<file path="config.mk">
export PLATFORM = sky130hd
export DESIGN_NAME = dff_universal_shift_reg
export DESIGN_NICKNAME = d
export VERILOG_FILES = /design/src/rtl/dff_universal_shift_reg.sv
export SDC_FILE = /design/constraint.sdc
export NUM_CORES = 1
export LEC_CHECK = 0
export ABC_CLOCK_PERIOD_IN_PS = 2910
export BUFFER_PORTS_ARGS = -buffer_cell sky130_fd_sc_hd__clkbuf_2
export CORE_MARGIN = 10
export CORE_UTILIZATION = 45
export CTS_CLUSTER_DIAMETER = 150
export DETAILED_ROUTE_END_ITERATION = 6
export MAX_ROUTING_LAYER = met4
export PLACE_DENSITY = 0.81
export REMOVE_ABC_BUFFERS = 1
export SYNTH_ARGS = -nofsm -noshare
export SYNTH_HDL_FRONTEND = slang
export SYNTH_SLANG_ARGS = --single-unit
</file>
<file path="constraint.sdc">
create_clock -name clk -period 2.91 [get_ports clk]
set_input_delay 0 -clock clk [delete_from_list [all_inputs] [get_ports clk]]
set_output_delay 0 -clock clk [all_outputs]
set_load 0.01 [all_outputs]
</file>
<file path="src/rtl/dff_universal_shift_reg.sv">
// N-bit universal register: hold / shift right / shift left / parallel load,
// with optional rotate and a complementary output bus.
module dff_universal_shift_reg #(
    parameter int unsigned      WIDTH     = 8,
    parameter logic [WIDTH-1:0] RESET_VAL = '0
) (
    input  logic             clk,
    input  logic             rst_n,
    input  logic             en,
    input  logic [1:0]       mode,
    input  logic             rot,
    input  logic             ser_in_r,
    input  logic             ser_in_l,
    input  logic [WIDTH-1:0] D,
    output logic [WIDTH-1:0] Q,
    output logic [WIDTH-1:0] Qn,
    output logic             ser_out_r,
    output logic             ser_out_l
);

    typedef enum logic [1:0] {
        MODE_HOLD  = 2'b00,
        MODE_RIGHT = 2'b01,
        MODE_LEFT  = 2'b10,
        MODE_LOAD  = 2'b11
    } mode_e;

    logic [WIDTH-1:0] q_r;
    logic [WIDTH-1:0] q_nxt;
    logic             fill_msb;
    logic             fill_lsb;

    // Rotate feeds the bit leaving the opposite end back in place of serial input.
    always_comb begin
        q_nxt    = q_r;
        fill_msb = rot ? q_r[0]       : ser_in_r;
        fill_lsb = rot ? q_r[WIDTH-1] : ser_in_l;
        if (en) begin
            case (mode_e'(mode))
                MODE_HOLD:  q_nxt = q_r;
                MODE_RIGHT: q_nxt = {fill_msb, q_r[WIDTH-1:1]};
                MODE_LEFT:  q_nxt = {q_r[WIDTH-2:0], fill_lsb};
                MODE_LOAD:  q_nxt = D;
                default:    q_nxt = q_r;
            endcase
        end
    end

    always_ff @(posedge clk or negedge rst_n) begin
        if (!rst_n) begin
            q_r <= RESET_VAL;
        end else begin
            q_r <= q_nxt;
        end
    end

    assign Q         = q_r;
    assign Qn        = ~q_r;
    assign ser_out_r = q_r[0];
    assign ser_out_l = q_r[WIDTH-1];

endmodule

</file>
==> results of run 1 <==
final timing paths:
kind / to / depth (start not counted)
min reg2reg: Q[4]$_DFFE_PN0P_ / 1
max reg2reg: Q[6]$_DFFE_PN0P_ / 3
max: Q[6]$_DFFE_PN0P_ / 3
min in group asynchronous: Q[5]$_DFFE_PN0P_ / 2
max in group asynchronous: Q[0]$_DFFE_PN0P_ / 2
min: Q[0]$_DFFE_PN0P_ / 3
layout by cell type (no fill, tap or decap):
cell type,instances
sky130_fd_sc_hd__a2111oi_2,1
sky130_fd_sc_hd__a211o_1,1
sky130_fd_sc_hd__a221o_1,6
sky130_fd_sc_hd__clkbuf_2,33
sky130_fd_sc_hd__clkbuf_4,3
sky130_fd_sc_hd__dfrtp_1,8
sky130_fd_sc_hd__dlygate4sd3_1,1
sky130_fd_sc_hd__inv_1,10
sky130_fd_sc_hd__mux2_2,1
sky130_fd_sc_hd__mux2i_1,7
sky130_fd_sc_hd__nand2_4,1
sky130_fd_sc_hd__nand3_1,6
sky130_fd_sc_hd__nand4_1,1
sky130_fd_sc_hd__nor2_1,8
sky130_fd_sc_hd__nor2b_1,1
sky130_fd_sc_hd__nor3_1,1
sky130_fd_sc_hd__nor3b_1,1
sky130_fd_sc_hd__nor4bb_1,1
sky130_fd_sc_hd__o211ai_1,1
sky130_fd_sc_hd__o21ai_0,5
sky130_fd_sc_hd__o21ai_1,2
synthesized netlist by cell type (all sizes together):
cell type / n
a211o: 1
mux2: 1
dfrtp: 8
inv: 10
buf: 6
mux2i: 7
nor2: 8
o211ai: 1
nor2b: 1
nor3: 1
a2111oi: 1
nand2: 1
nand4: 1
nor4bb: 1
o21ai: 7
a221o: 6
nand3: 6
nor3b: 1
metal layers:
metal | GRT usage, % | wire length (um) | part of all wire (%) | up-vias
li1 | - | - | - | 306
met1 | 13.85 | 805 | 46 | 289
met2 | 16.14 | 795 | 45 | 29
met3 | 3.596 | 114 | 6.5 | 4
met4 | 7.047 | 35 | 2.0 | 0
met5 | - | 0 | 0 | -
power by group through the flow:
stage               clock network, W  logic (W)  registers [W]
floorplan                          0  0.0000764       0.000175
global placement                   0   0.000170       0.000166
detailed placement                 0   0.000174       0.000168
CTS                        0.0000879   0.000175       0.000166
global route               0.0000940   0.000190       0.000172
finish                     0.0000857   0.000172       0.000166
critical path: stages (launching register included):
cell                      delay (ns)
sky130_fd_sc_hd__dfrtp_1        0.45
sky130_fd_sc_hd__nand3_1        0.11
sky130_fd_sc_hd__o21ai_1        0.08
sky130_fd_sc_hd__a221o_1        0.31
final cells by class:
class,count,area [um^2]
clock buffers,3,22.52
fillers,132,516.7
inverters,10,37.54
multi-input cells,44,314.1
flip-flops and latches,8,200.2
well taps,15,18.77
repair buffers,34,175.2
per-stage QoR:
stage                     util [%]  std cells
after floorplan                  -         62
after global placement       57.25        110
final                        59.79        114
after CTS                    59.79        114
after global routing         59.79        114
after detailed placement     57.25        110
cell families (layout without fill, tap and decap cells):
kind of cell	after synthesis	in the layout	synth area share, %
AOI/OAI and AO/OA	16	16	20.78
buffers and inverters	16	47	15.43
DFF	8	8	32.92
muxes	8	8	13.37
and+or+nand+nor	20	20	17.49
==> metrics list, run 1 <==
- Outcome: complete, no violations
* Post-synthesis to final-layout area growth: 26.34%
- Final design area excluding fillers: 768.2 um^2
- Sequential fraction of the synthesis area: 32.92%
* Final TNS setup: 0 ns
- Antenna viol nets, final: 0
- Hold Vio Cnt, Final: 0
* Die Area: around 3200 um^2
* Register bit count reported by yosys: 8
- The setup check on the worst reg-to-reg path leaves a slack of 1.85 ns.
- Worst-case setup margin in the final layout: 1.850 ns
- Number of antenna violations at the first check in global routing: 0
- Dividing total power by cell area gives a power density of 551.4 nW/um^2.
- Cell internal power was estimated by the tool at 0.0002596 W.
* Pre-CTS WS: 1.817 ns
- Total track usage: 11.49%
- Startpoint of the tightest hold check path: D[0]
- Net switching is 38.72% of the power.
* Residual DRC: 0
* Synth Area per Inst: just under 9 um^2
- Routed wire length per instance: 15.35 um
- The repair_antennas step left the layout with diodes totalling 0.
* Clock tree from TritonCTS: yes
- The clock network accounts for 20.2% of the total power.
- The routed design could run at a clock period as short as about 1.1 ns.
- The core region is 1285 um^2.
- The share of total power dissipated in combinational logic is about two fifths.
* Warnings from Yosys: 0
- Data arrival at the endpoint of the critical path: 1.20 ns
- Post-route fraction of the period consumed by the critical path: 36.44%
* Count of cell types in the netlist: 21
- DP HPWL: 1.372 mm
* Fraction of layout instances using a drive strength above 1: between 30% and 40%
* Via count of the first global-routing pass: 633
- Number of buffers added for setup after CTS: 0
- The worst register-to-register path begins at Q[7]$_DFFE_PN0P_.
* Actual slew at the worst max-slew pin: roughly 0.50 ns
- In this run the clock root is driven by a sky130_fd_sc_hd__clkbuf_4.
- Power comes to 0.0004236 W.
- The number of gates resized after CTS was 0.
* Clk_skew: 0.006196 ns
* Sequential cell fraction of total power: 39.2%
* Die span in y: 56.76 um
- Clock latency of the later-clocked register in the worst-skew pair: around 0.26 ns
* Clock buffers created by TritonCTS: 3
- Total Nets Final: 117
- The tool flagged a number of max-cap violations equal to 0.
* Final routed wirelength across all metal layers: 1.750 mm
* Hold buffer count at CTS: 1
- Measured along the x axis, the die boundary spans 56.76 um.
* Type of origin of the critical path: flop
- The critical path in this run is classified as flop to flop.
* Iter 0 DRT Violations: 16
- In the post-synthesis netlist, the biggest area contributors are sky130_fd_sc_hd__dfrtp_1 (33%), sky130_fd_sc_hd__mux2i_1 (12%), sky130_fd_sc_hd__a221o_1 (9.9%), sky130_fd_sc_hd__inv_1 (6.2%), sky130_fd_sc_hd__nand3_1 (4.9%).
* Vias per cell: 5.509
- After clock tree synthesis, the clock-pin slew on the worst setup and hold paths is 0.06 ns.
- Worst Path Required: 3.05 ns
* Vias: 628
* Fmax: 0.9430 GHz
* Top-area cell type share of the netlist area: ~33%
- The first detailed-routing pass took 4 iterations.
* Cell Area, Placed: between 700 and 800 um^2
- Cell type with the highest aggregate area in the netlist: sky130_fd_sc_hd__dfrtp_1
- Mapped Area: 608.1 um^2
* RSZ-0062 raised after global routing: no
- VDD sags by at most 0.2339 mV.
- Tracing the worst setup path back leads to its startpoint at Q[7]$_DFFE_PN0P_.
- Global-route wire length before repair: 3.008 mm
- Slew Viols, Final: 0
- GPL Wtd Cong: 0.7720
- Starting density of the core: between 40% and 50%
- In this run the deepest clock path goes through 2 buffers.
- Number of cell rows: 13
- Summed over all cells, the static leakage comes to 0.4164 nW.
- Aggregate global routing overflow: 0
- In this run the tightest slew margin relative to its limit is about two thirds.
- Flip-flop count of the largest register after layout: 8
* Clock Sinks: 8
* H-tree lvl count: 1
- Buffers on Ports: 33
* Maximum net fanout on the critical path: 6
* Reported net switching power: 0.0001640 W
* Hold_ws: 0.08623 ns
* Final Setup Violations: 0
* Ports placed on the boundary: 34
* Maximum number of pins on one net before global-route repair: 25
- The tightest min-delay check is of the input pin to flop type.
- The worst setup path is captured at a flop.
- Gate count of the mapped netlist: 68
Power figures use the tool's default switching activity.
==> inputs of run 2 (changes only) <==
--- a/config.mk
+++ b/config.mk
@@ -5,14 +5,14 @@
 export SDC_FILE = /design/constraint.sdc
 export NUM_CORES = 1
 export LEC_CHECK = 0
-export ABC_CLOCK_PERIOD_IN_PS = 2910
+export ABC_CLOCK_PERIOD_IN_PS = 1100
 export BUFFER_PORTS_ARGS = -buffer_cell sky130_fd_sc_hd__clkbuf_2
 export CORE_MARGIN = 10
-export CORE_UTILIZATION = 45
+export CORE_UTILIZATION = 42
 export CTS_CLUSTER_DIAMETER = 150
 export DETAILED_ROUTE_END_ITERATION = 6
 export MAX_ROUTING_LAYER = met4
-export PLACE_DENSITY = 0.81
+export PLACE_DENSITY = 0.77
 export REMOVE_ABC_BUFFERS = 1
 export SYNTH_ARGS = -nofsm -noshare
 export SYNTH_HDL_FRONTEND = slang
==> constraint.sdc (replaced) <==
create_clock -name clk -period 1.1 [get_ports clk]
set_input_delay 0 -clock clk [delete_from_list [all_inputs] [get_ports clk]]
set_output_delay 0 -clock clk [all_outputs]
set_load 0.01 [all_outputs]
==> run 2 against run 1 <==
- hold slack got worse by 0.0076 ns
- worst setup slack got worse by 1.8 ns
- total power increased to 2.7 times the previous value
- critical path depth unchanged
- critical path type unchanged
- design area increased by 2.0%
==> metrics list, run 2 (synthesized netlist as in run 1, its figures left out) <==
- Outcome: complete, no violations (unchanged).
* Commonest cells after routing, fill and taps aside: sky130_fd_sc_hd__clkbuf_2 (33), sky130_fd_sc_hd__inv_1 (10), sky130_fd_sc_hd__dfrtp_1 (8), sky130_fd_sc_hd__nor2_1 (8), sky130_fd_sc_hd__mux2i_1 (7) (unchanged)
- The total of buffers placed on input and output ports is 33 (unchanged).
* GPL Wtd Cong: 0.8033 (was 0.7720)
- The internal power summed over all cells is 0.0006987 W (was 0.0002596 W).
- The length of the first detailed-routing pass in iterations is 4 (unchanged).
* Clock power share: 20.0% (was 20.2%)
- The clock period minus final worst setup slack came to 1.049 ns (was 1.061 ns).
- The number of failing hold endpoints at the final stage came to 0 (unchanged).
- Placed Cells: 111 (was 110)
- The maximum number of pins on one net before global-route repair came to 23 (was 25).
- Final core utilization: 58.72% (was 59.79%)
- The number of levels in the clock H-tree is 1 (unchanged).
* Endpoint of the lowest-slack register-to-register path: Q[4]$_DFFE_PN0P_ (was Q[6]$_DFFE_PN0P_)
* Most frequent standard cell in the layout excluding fill and tap cells: sky130_fd_sc_hd__clkbuf_2 (unchanged)
* Clock tree from TritonCTS: yes (unchanged)
- FF/Latch Area: 200.2 um^2 (unchanged)
- Hold Crit Endpoint: Q[0]$_DFFE_PN0P_ (unchanged)
- The number of placement rows is 13 (unchanged).
- Final design area excluding fillers: 783.3 um^2 (was 768.2 um^2)
- Antenna viol nets, final: 0 (unchanged)
* Flip-flop count of the largest register after layout: 8 (unchanged)
- Clock slew seen by the registers of the worst setup and hold paths: 0.06 ns (about the same)
- Slew Viols, Final: 0 (unchanged)
* Final TNS setup: 0 ns (unchanged)
* RSZ-0062 raised after global routing: no (unchanged)
- Post-Layout Cell Count: 116 (was 114)
- Clk_skew: 0.004553 ns (was 0.006196 ns)
- Data arrival at the endpoint of the critical path: 1.18 ns (was 1.20 ns)
- The die boundary height came to 58.05 um (was 56.76 um).
- The number of buffers created by CTS was 3 (unchanged).
- The clock root buffer master is sky130_fd_sc_hd__clkbuf_4 (unchanged).
* Type of the most critical hold path: input pin to flop (unchanged)
* Max transition margin: 69.62% (was 66.91%)
- Post-route fraction of the period consumed by the critical path: 95.40% (was 36.44%)
- Worst Reg-to-Reg Cells: 3 (unchanged)
* Type of origin of the critical path: flop (unchanged)
- Fraction of layout instances using a drive strength above 1: 40.59% (was 39.39%)
* Ports placed on the boundary: 34 (unchanged)
- Antenna fix cells: 0 (unchanged)
- Iter 0 DRT Violations: 22 (was 16)
- The layout overhead on the synthesized area is 28.81% (was 26.34%).
- The most heavily used metal layer in global routing was met2 (unchanged).
- Residual DRC: 0 (unchanged)
* Via count of the first global-routing pass: 630 (was 633)
- The total number of clock tree sinks was 8 (unchanged).
* Standby leakage power: 0.4262 nW (was 0.4164 nW)
- The met1 track demand over resource in global routing came to 12.76% (was 13.85%).
- Final Setup Violations: 0 (unchanged)
* Final routed wirelength across all metal layers: 1.766 mm (was 1.750 mm)
* Total track usage: 11.07% (was 11.49%)
- The instance area at placement came to 743.2 um^2 (was 735.7 um^2).
- The switching share of power was 38.34% (was 38.72%).
- Vias per cell: 5.431 (was 5.509)
- Actual slew at the worst max-slew pin: 0.4557 ns (was 0.4964 ns)
- CP Capture Type: flop (unchanged)
- The maximum fanout encountered on the critical timing path was 5 (was 6).
* Core Area: 1334 um^2 (was 1285 um^2)
- The wire length per cell after detailed routing came to 15.22 um (was 15.35 um).
* Area taken by multi-input logic gates: 314.1 um^2 (unchanged)
- Aggregate global routing overflow: 0 (unchanged)
- DP HPWL: 1.381 mm (was 1.372 mm)
- Total Nets Final: 119 (was 117)
* Critical path class: flop to flop (unchanged)
- Horizontal die dimension: 58.05 um (was 56.76 um)
* M2 GR Usage: 16.56% (was 16.14%)
- Maximum buffer depth of the clock tree: 2 (unchanged)
* Fraction of power consumed by combinational cells: 41.5% (was 40.6%)
- The required time at the worst-slack endpoint came to 1.24 ns (was 3.05 ns).
* Worst vdd rail ir drop: 0.7825 mV (was 0.2339 mV)
- Maxcap violations: 0 (unchanged)
- Vias: 630 (was 628)
- The number of antenna violations at the first check in global routing is 0 (unchanged).
- Hold Path Depth: 3 (unchanged)
- Clock latency of the later-clocked register in the worst-skew pair: 0.25 ns (was 0.26 ns)
- Cell Pwr Density: 1447 nW/um^2 (was 551.4 nW/um^2)
- The global-route wire length before repair is 3.008 mm (unchanged).
- Fmax: 0.9529 GHz (was 0.9430 GHz)
- The count of fill cells added during filler insertion is 133 (was 132).
- The floorplan die area is 3370 um^2 (was 3222 um^2).
- Starting density of the core: 45.59% (was 47.32%)
- Sequential cell fraction of total power: 38.5% (was 39.2%)
- The worst-case register-to-register setup slack was 0.05 ns (was 1.85 ns).
* Startpoint of the worst register-to-register path: Q[5]$_DFFE_PN0P_ (was Q[7]$_DFFE_PN0P_)
- The met3 capacity usage during global routing came to 4.139% (was 3.596%).
- Startpoint of the tightest hold check path: D[0] (unchanged)
* Reported net switching power: 0.0004344 W (was 0.0001640 W)
## run 2: cell count changes in the layout (fill, tap and decap cells not counted), sizes merged
| cell | before | now |
|---|---|---|
| buf | 0 | 2 |
## run 2: critical path, stage by stage, from the launching register on
cell and delay (ns):
sky130_fd_sc_hd__dfrtp_1 0.43, sky130_fd_sc_hd__nand3_1 0.11, sky130_fd_sc_hd__o21ai_1 0.08, sky130_fd_sc_hd__a221o_1 0.31
## run 2: final cells by class
class / count / share of cell area, %
repair buffers: 36 / 24.28
inverters: 10 / 4.792
clock buffers: 3 / 2.875
multi-input cells: 44 / 40.10
well taps: 15 / 2.396
flip-flops and latches: 8 / 25.56
## run 2: power by group through the flow
stage	sequential (W)	combinational [W]	clock, W
floorplan	0.000462	0.000202	0
global placement	0.000436	0.000459	0
detailed placement	0.000441	0.000463	0
CTS	0.000436	0.000468	0.000234
global route	0.000453	0.000525	0.000252
finish	0.000437	0.000470	0.000227
## run 2: how the worst max path moves through the flow
| stage | startpoint | to | depth (start not counted) |
|---|---|---|---|
| 2_1_floorplan | Q[0]$_DFFE_PN0P_ | Q[0]$_DFFE_PN0P_ | 3 |
| 3_3_place_gp | mode[0] | Q[3]$_DFFE_PN0P_ | 4 |
| 3_5_place_dp | Q[5]$_DFFE_PN0P_ | Q[4]$_DFFE_PN0P_ | 3 |
| 4_1_cts | Q[5]$_DFFE_PN0P_ | Q[4]$_DFFE_PN0P_ | 3 |
| 5_1_grt | Q[3]$_DFFE_PN0P_ | Q[2]$_DFFE_PN0P_ | 3 |
| 6_report | Q[5]$_DFFE_PN0P_ | Q[4]$_DFFE_PN0P_ | 3 |
## run 2: per-layer routing
layer	wire length (um)	vias up
met5	0	-
met4	31	0
met3	162	4
met2	761	26
met1	811	292
li1	-	308
## run 2: stage by stage
step | total power (W) | hold WS (ns) | setup slack (ns)
CTS | 0.001138 | 0.08261 | 0.03046
finish | 0.001133 | 0.07859 | 0.05060
detailed placement | 0.0009043 | -0.1295 | 0.04326
floorplan | 0.0006640 | -0.2956 | 0.009866
global route | 0.001230 | 0.09729 | 0.004500
global placement | 0.0008953 | -0.1316 | 0.07131
## run 2: timing repair
action / 4_1_cts / 5_1_grt
setup buffers: 0 / 1
setup endpoints to repair: 0 / 2
gates resized for setup: 0 / 2
hold buffers: 1 / 0
endpoints found under the hold margin: 8 / 0
==> inputs of run 3 (changes only) <==
--- a/config.mk
+++ b/config.mk
@@ -5,14 +5,15 @@
 export SDC_FILE = /design/constraint.sdc
 export NUM_CORES = 1
 export LEC_CHECK = 0
+export ABC_AREA = 1
 export ABC_CLOCK_PERIOD_IN_PS = 1100
 export BUFFER_PORTS_ARGS = -buffer_cell sky130_fd_sc_hd__clkbuf_2
 export CORE_MARGIN = 10
-export CORE_UTILIZATION = 42
+export CORE_UTILIZATION = 40
 export CTS_CLUSTER_DIAMETER = 150
 export DETAILED_ROUTE_END_ITERATION = 6
 export MAX_ROUTING_LAYER = met4
-export PLACE_DENSITY = 0.77
+export PLACE_DENSITY = 0.76
 export REMOVE_ABC_BUFFERS = 1
 export SYNTH_ARGS = -nofsm -noshare
 export SYNTH_HDL_FRONTEND = slang
==> run 3 against run 2 <==
- critical path depth rose by 3
- fmax is 15% higher
- clock skew shrank 0.0011 ns
- hold slack got worse by 0.038 ns
- wire length decreased by 2.7%
- worst setup slack better by 0.14 ns
- sequential share of layout area grew 0.89 points
- flip-flop and latch count stayed put
- clock-buffer cell count is the same
- critical path type unchanged
==> metrics list, run 3 <==
- Area taken by multi-input logic gates: 272.8 um^2 (was 314.1 um^2)
- Flip-flop count of the largest register after layout: 8 (unchanged)
- The maximum buffer depth of the clock tree is 2 (unchanged).
- The headroom to the max-slew limit is 81.31% (was 69.62%).
- The buffer count from post-CTS setup fixing came to 0 (unchanged).
* Via count of the first global-routing pass: 599 (was 630)
- The register area came to 200.2 um^2 (unchanged).
- Standby leakage power: 0.4891 nW (was 0.4262 nW)
- The routed via count came to 674 (was 630).
- The clock latency on the worst-skew pair was 0.26 ns (was 0.25 ns).
* Worst vdd rail ir drop: 0.7669 mV (was 0.7825 mV)
- The clock tree from TritonCTS is yes (unchanged).
- The number of buffers and inverters on the critical path came to 1 (was 0).
* Ports placed on the boundary: 34 (unchanged)
- Starting density of the core: 42.12% (was 45.59%)
- Final routed wirelength across all metal layers: 1.719 mm (was 1.766 mm)
* Total Nets Final: 146 (was 119)
- The number of levels in the clock H-tree came to 1 (unchanged).
- Cells traversed along the worst timing path: inv_1, nand2_1, nand3_1, nand2_1, nand2_1, nand2_1 (was nand3_1, o21ai_1, a221o_1)
* Clock slew seen by the registers of the worst setup and hold paths: 0.06 ns (about the same)
- Filler cell count: 137 (was 133)
- Maximum net fanout on the critical path: 5 (unchanged)
- Global-route wire length before repair: 2.732 mm (was 3.008 mm)
- Commonest cells after routing, fill and taps aside: sky130_fd_sc_hd__nand2_1 (54), sky130_fd_sc_hd__clkbuf_2 (33), sky130_fd_sc_hd__inv_1 (14) (was sky130_fd_sc_hd__clkbuf_2 (33), sky130_fd_sc_hd__inv_1 (10), sky130_fd_sc_hd__dfrtp_1 (8), sky130_fd_sc_hd__nor2_1 (8), sky130_fd_sc_hd__mux2i_1 (7)).
- RSZ-0062 raised after global routing: no (unchanged).
- Synth Area per Inst: 5.957 um^2 (was 8.942 um^2)
- Outcome: complete, no violations (unchanged)
- Routed wire length per instance: 12.02 um (was 15.22 um)
* Aggregate global routing overflow: 0 (unchanged)
* Most frequent standard cell in the layout excluding fill and tap cells: sky130_fd_sc_hd__nand2_1 (was sky130_fd_sc_hd__clkbuf_2)
- The floorplan die area was 3251 um^2 (was 3370 um^2).
- Fmax: 1.098 GHz (was 0.9529 GHz)
- Antenna fix cells: 0 (unchanged)
- The period utilization is 82.82% (was 95.40%).
* Horizontal die dimension: 57.02 um (was 58.05 um)
- The most numerous cell type found on the critical path is sky130_fd_sc_hd__nand2_1.
- Residual DRC: 0 (unchanged)
- The total number of clock tree sinks came to 8 (unchanged).
- Antenna viol nets, final: 0 (unchanged)
- The portion of synthesized cell area occupied by the leading cell type came to 36.99% (was 32.92%).
* Critical path class: flop to flop (unchanged)
* Data arrival at the endpoint of the critical path: 1.07 ns (was 1.18 ns)
- Maximum number of pins on one net before global-route repair: 10 (was 23)
- Hold Vio Cnt, Final: 0 (unchanged)
* Gate count of the mapped netlist: 92 (was 68)
- Maxcap violations: 0 (unchanged)
- Most frequent cells after synthesis: sky130_fd_sc_hd__nand2_1 (54), sky130_fd_sc_hd__inv_1 (14), sky130_fd_sc_hd__nand3_1 (10) (was sky130_fd_sc_hd__inv_1 (10), sky130_fd_sc_hd__dfrtp_1 (8), sky130_fd_sc_hd__nor2_1 (8))
- The clock period minus final worst setup slack came to 0.9110 ns (was 1.049 ns).
- Router iterations before antenna repair: 4 (unchanged)
- The vias per cell came to 4.713 (was 5.431).
- Count leader, synth: sky130_fd_sc_hd__nand2_1 (was sky130_fd_sc_hd__inv_1)
- Register bit count reported by yosys: 8 (unchanged)
- The number of placement rows is 13 (unchanged).
- Sequential fraction of the synthesis area: 36.53% (was 32.92%)
- The number of pins exceeding their max-slew limit in the final report is 0 (unchanged).
- Cell Pwr Density: 1358 nW/um^2 (was 1447 nW/um^2)
* Iter 0 DRT Violations: 21 (was 22)
- Actual slew at the worst max-slew pin: 0.2804 ns (was 0.4557 ns)
- The maximum single-stage delay on the critical path was 0.42 ns (was 0.43 ns).
* Warnings from Yosys: 0 (unchanged)
- The number of different library cells in the post-synthesis netlist came to 8 (was 21).
- The total routing usage reported by global routing came to 10.53% (was 11.07%).
- The cell type group with the largest total delay on the critical path is flip-flops (unchanged).
- Final TNS setup: 0 ns (unchanged)
- Clock buffers created by TritonCTS: 3 (unchanged)
- The dominant synthesized flop cell was sky130_fd_sc_hd__dfrtp_1 (unchanged).
- Crit-path slowest cell: sky130_fd_sc_hd__dfrtp_1 (unchanged)
- Clk_skew: 0.003412 ns (was 0.004553 ns)
* CP Capture Type: flop (unchanged)
- Dominant cells by area after synthesis: sky130_fd_sc_hd__nand2_1 (37%), sky130_fd_sc_hd__dfrtp_1 (37%), sky130_fd_sc_hd__inv_1 (9.6%), sky130_fd_sc_hd__nand3_1 (9.1%), sky130_fd_sc_hd__buf_4 (2.7%) (was sky130_fd_sc_hd__dfrtp_1 (33%), sky130_fd_sc_hd__mux2i_1 (12%), sky130_fd_sc_hd__a221o_1 (9.9%), sky130_fd_sc_hd__inv_1 (6.2%), sky130_fd_sc_hd__nand3_1 (4.9%))
- The core region area was 1301 um^2 (was 1334 um^2).
* Number of instances resized during post-cts repair: 0 (unchanged)
- Post-synthesis to final-layout area growth: 38.13% (was 28.81%)
- Type of origin of the critical path: flop (unchanged)
- The sum of net half-perimeters after detailed placement came to 1.335 mm (was 1.381 mm).
- The share of flip-flops with an asynchronous set or reset was 100.0% (unchanged).
* Cell Area, Placed: 724.4 um^2 (was 743.2 um^2)
- Cell type with the highest aggregate area in the netlist: sky130_fd_sc_hd__nand2_1 (was sky130_fd_sc_hd__dfrtp_1)
- The number of antenna violations at the first check in global routing was 0 (unchanged).
* Final Setup Violations: 0 (unchanged)
- The total standard cell area after synthesis was 548.0 um^2 (was 608.1 um^2).
- Cell chosen for the clock root: sky130_fd_sc_hd__clkbuf_4 (unchanged)
- The final RePlAce weighted congestion is 0.7969 (was 0.8033).
* Final design area excluding fillers: 757.0 um^2 (was 783.3 um^2)
* Buffers on Ports: 33 (unchanged)
- Die span in y: 57.02 um (was 58.05 um)
- The number of flops mapped to enable cells by yosys is 0 (unchanged).
- Fraction of layout instances using a drive strength above 1: 32.03% (was 40.59%)
- Type of the most critical hold path: input pin to flop (unchanged)
* Worst Path Required: 1.25 ns (was 1.24 ns)
run 3: cell count changes after synthesis, moves of 4 or more:
cell                      before  now
sky130_fd_sc_hd__nor2_1        8    0
sky130_fd_sc_hd__a221o_1       6    0
sky130_fd_sc_hd__mux2i_1       7    0
sky130_fd_sc_hd__inv_1        10   14
sky130_fd_sc_hd__nand3_1       6   10
sky130_fd_sc_hd__o21ai_0       5    0
sky130_fd_sc_hd__nand2_1       0   54
run 3: cells by family (layout without fill, tap and decap cells):
| logic type | Yosys count | after routing | synth area share, % |
|---|---|---|---|
| buffers and inverters | 18 | 54 | 13.70 |
| flip-flops | 8 | 8 | 36.53 |
| AO/OA/AOI/OAI | 1 | 1 | 1.598 |
| AND/OR/NAND/NOR | 65 | 65 | 48.17 |
run 3: cell type report:
type	instances	area share, %
Clock buffer	3	2.975
Sequential cell	8	26.45
Multi-Input combinational cell	66	36.03
Tap cell	15	2.479
Inverter	16	7.934
Timing Repair Buffer	35	24.13
run 3: worst min-delay path: cells and delay by family:
| kind | cells | cell delay (ns) |
|---|---|---|
| buffers and inverters | 1 | 0.07 |
| and+or+nand+nor | 4 | 0.20 |
run 3: timing repair:
action / CTS / global route
endpoints found under the setup margin: 0 / 0
hold buffers: 1 / 0
hold endpoints to repair: 8 / 0
run 3: stage by stage:
stage | worst slack [ns] | hold slack (ns) | std cells | total power [W] | utilization, %
2_1_floorplan | 0.1336 | -0.2956 | 90 | 0.0006026 | -
5_1_grt | 0.1067 | 0.07925 | 143 | 0.001094 | 58.17
3_5_place_dp | 0.1995 | -0.1405 | 139 | 0.0008002 | 55.67
3_3_place_gp | 0.2301 | -0.1399 | 139 | 0.0007952 | 55.67
4_1_cts | 0.1894 | 0.05000 | 143 | 0.001035 | 58.17
6_report | 0.1890 | 0.04053 | 143 | 0.001028 | 58.17
run 3: path summary, 6_finish.rpt:
kind                             startpoint               end  slack (ns)  depth (start not counted)
setup / recovery           Q[0]$_DFFE_PN0P_  Q[7]$_DFFE_PN0P_        0.19                          6
hold / removal                         D[2]  Q[2]$_DFFE_PN0P_        0.04                          5
setup reg to reg           Q[0]$_DFFE_PN0P_  Q[7]$_DFFE_PN0P_        0.19                          6
hold reg to reg            Q[3]$_DFFE_PN0P_  Q[3]$_DFFE_PN0P_        0.55                          2
max in group asynchronous             rst_n  Q[3]$_DFFE_PN0P_        0.78                          2
min in group asynchronous             rst_n  Q[2]$_DFFE_PN0P_        0.13                          2
run 3: layer usage:
layer	track usage (%)	up-vias	part of all wire [%]
met5	-	-	0
met3	4.204	6	8.8
li1	-	346	-
met2	15.66	32	44
met4	5.034	0	2.0
met1	12.02	290	45
run 3: report_power, final:
group / leakage [nW] / switching, W / internal (W)
clock: 0.0138 / 0.000110 / 0.000126
combinational: 0.372 / 0.000221 / 0.000160
sequential: 0.103 / 0.0000657 / 0.000345
total: 0.489 / 0.000397 / 0.000631
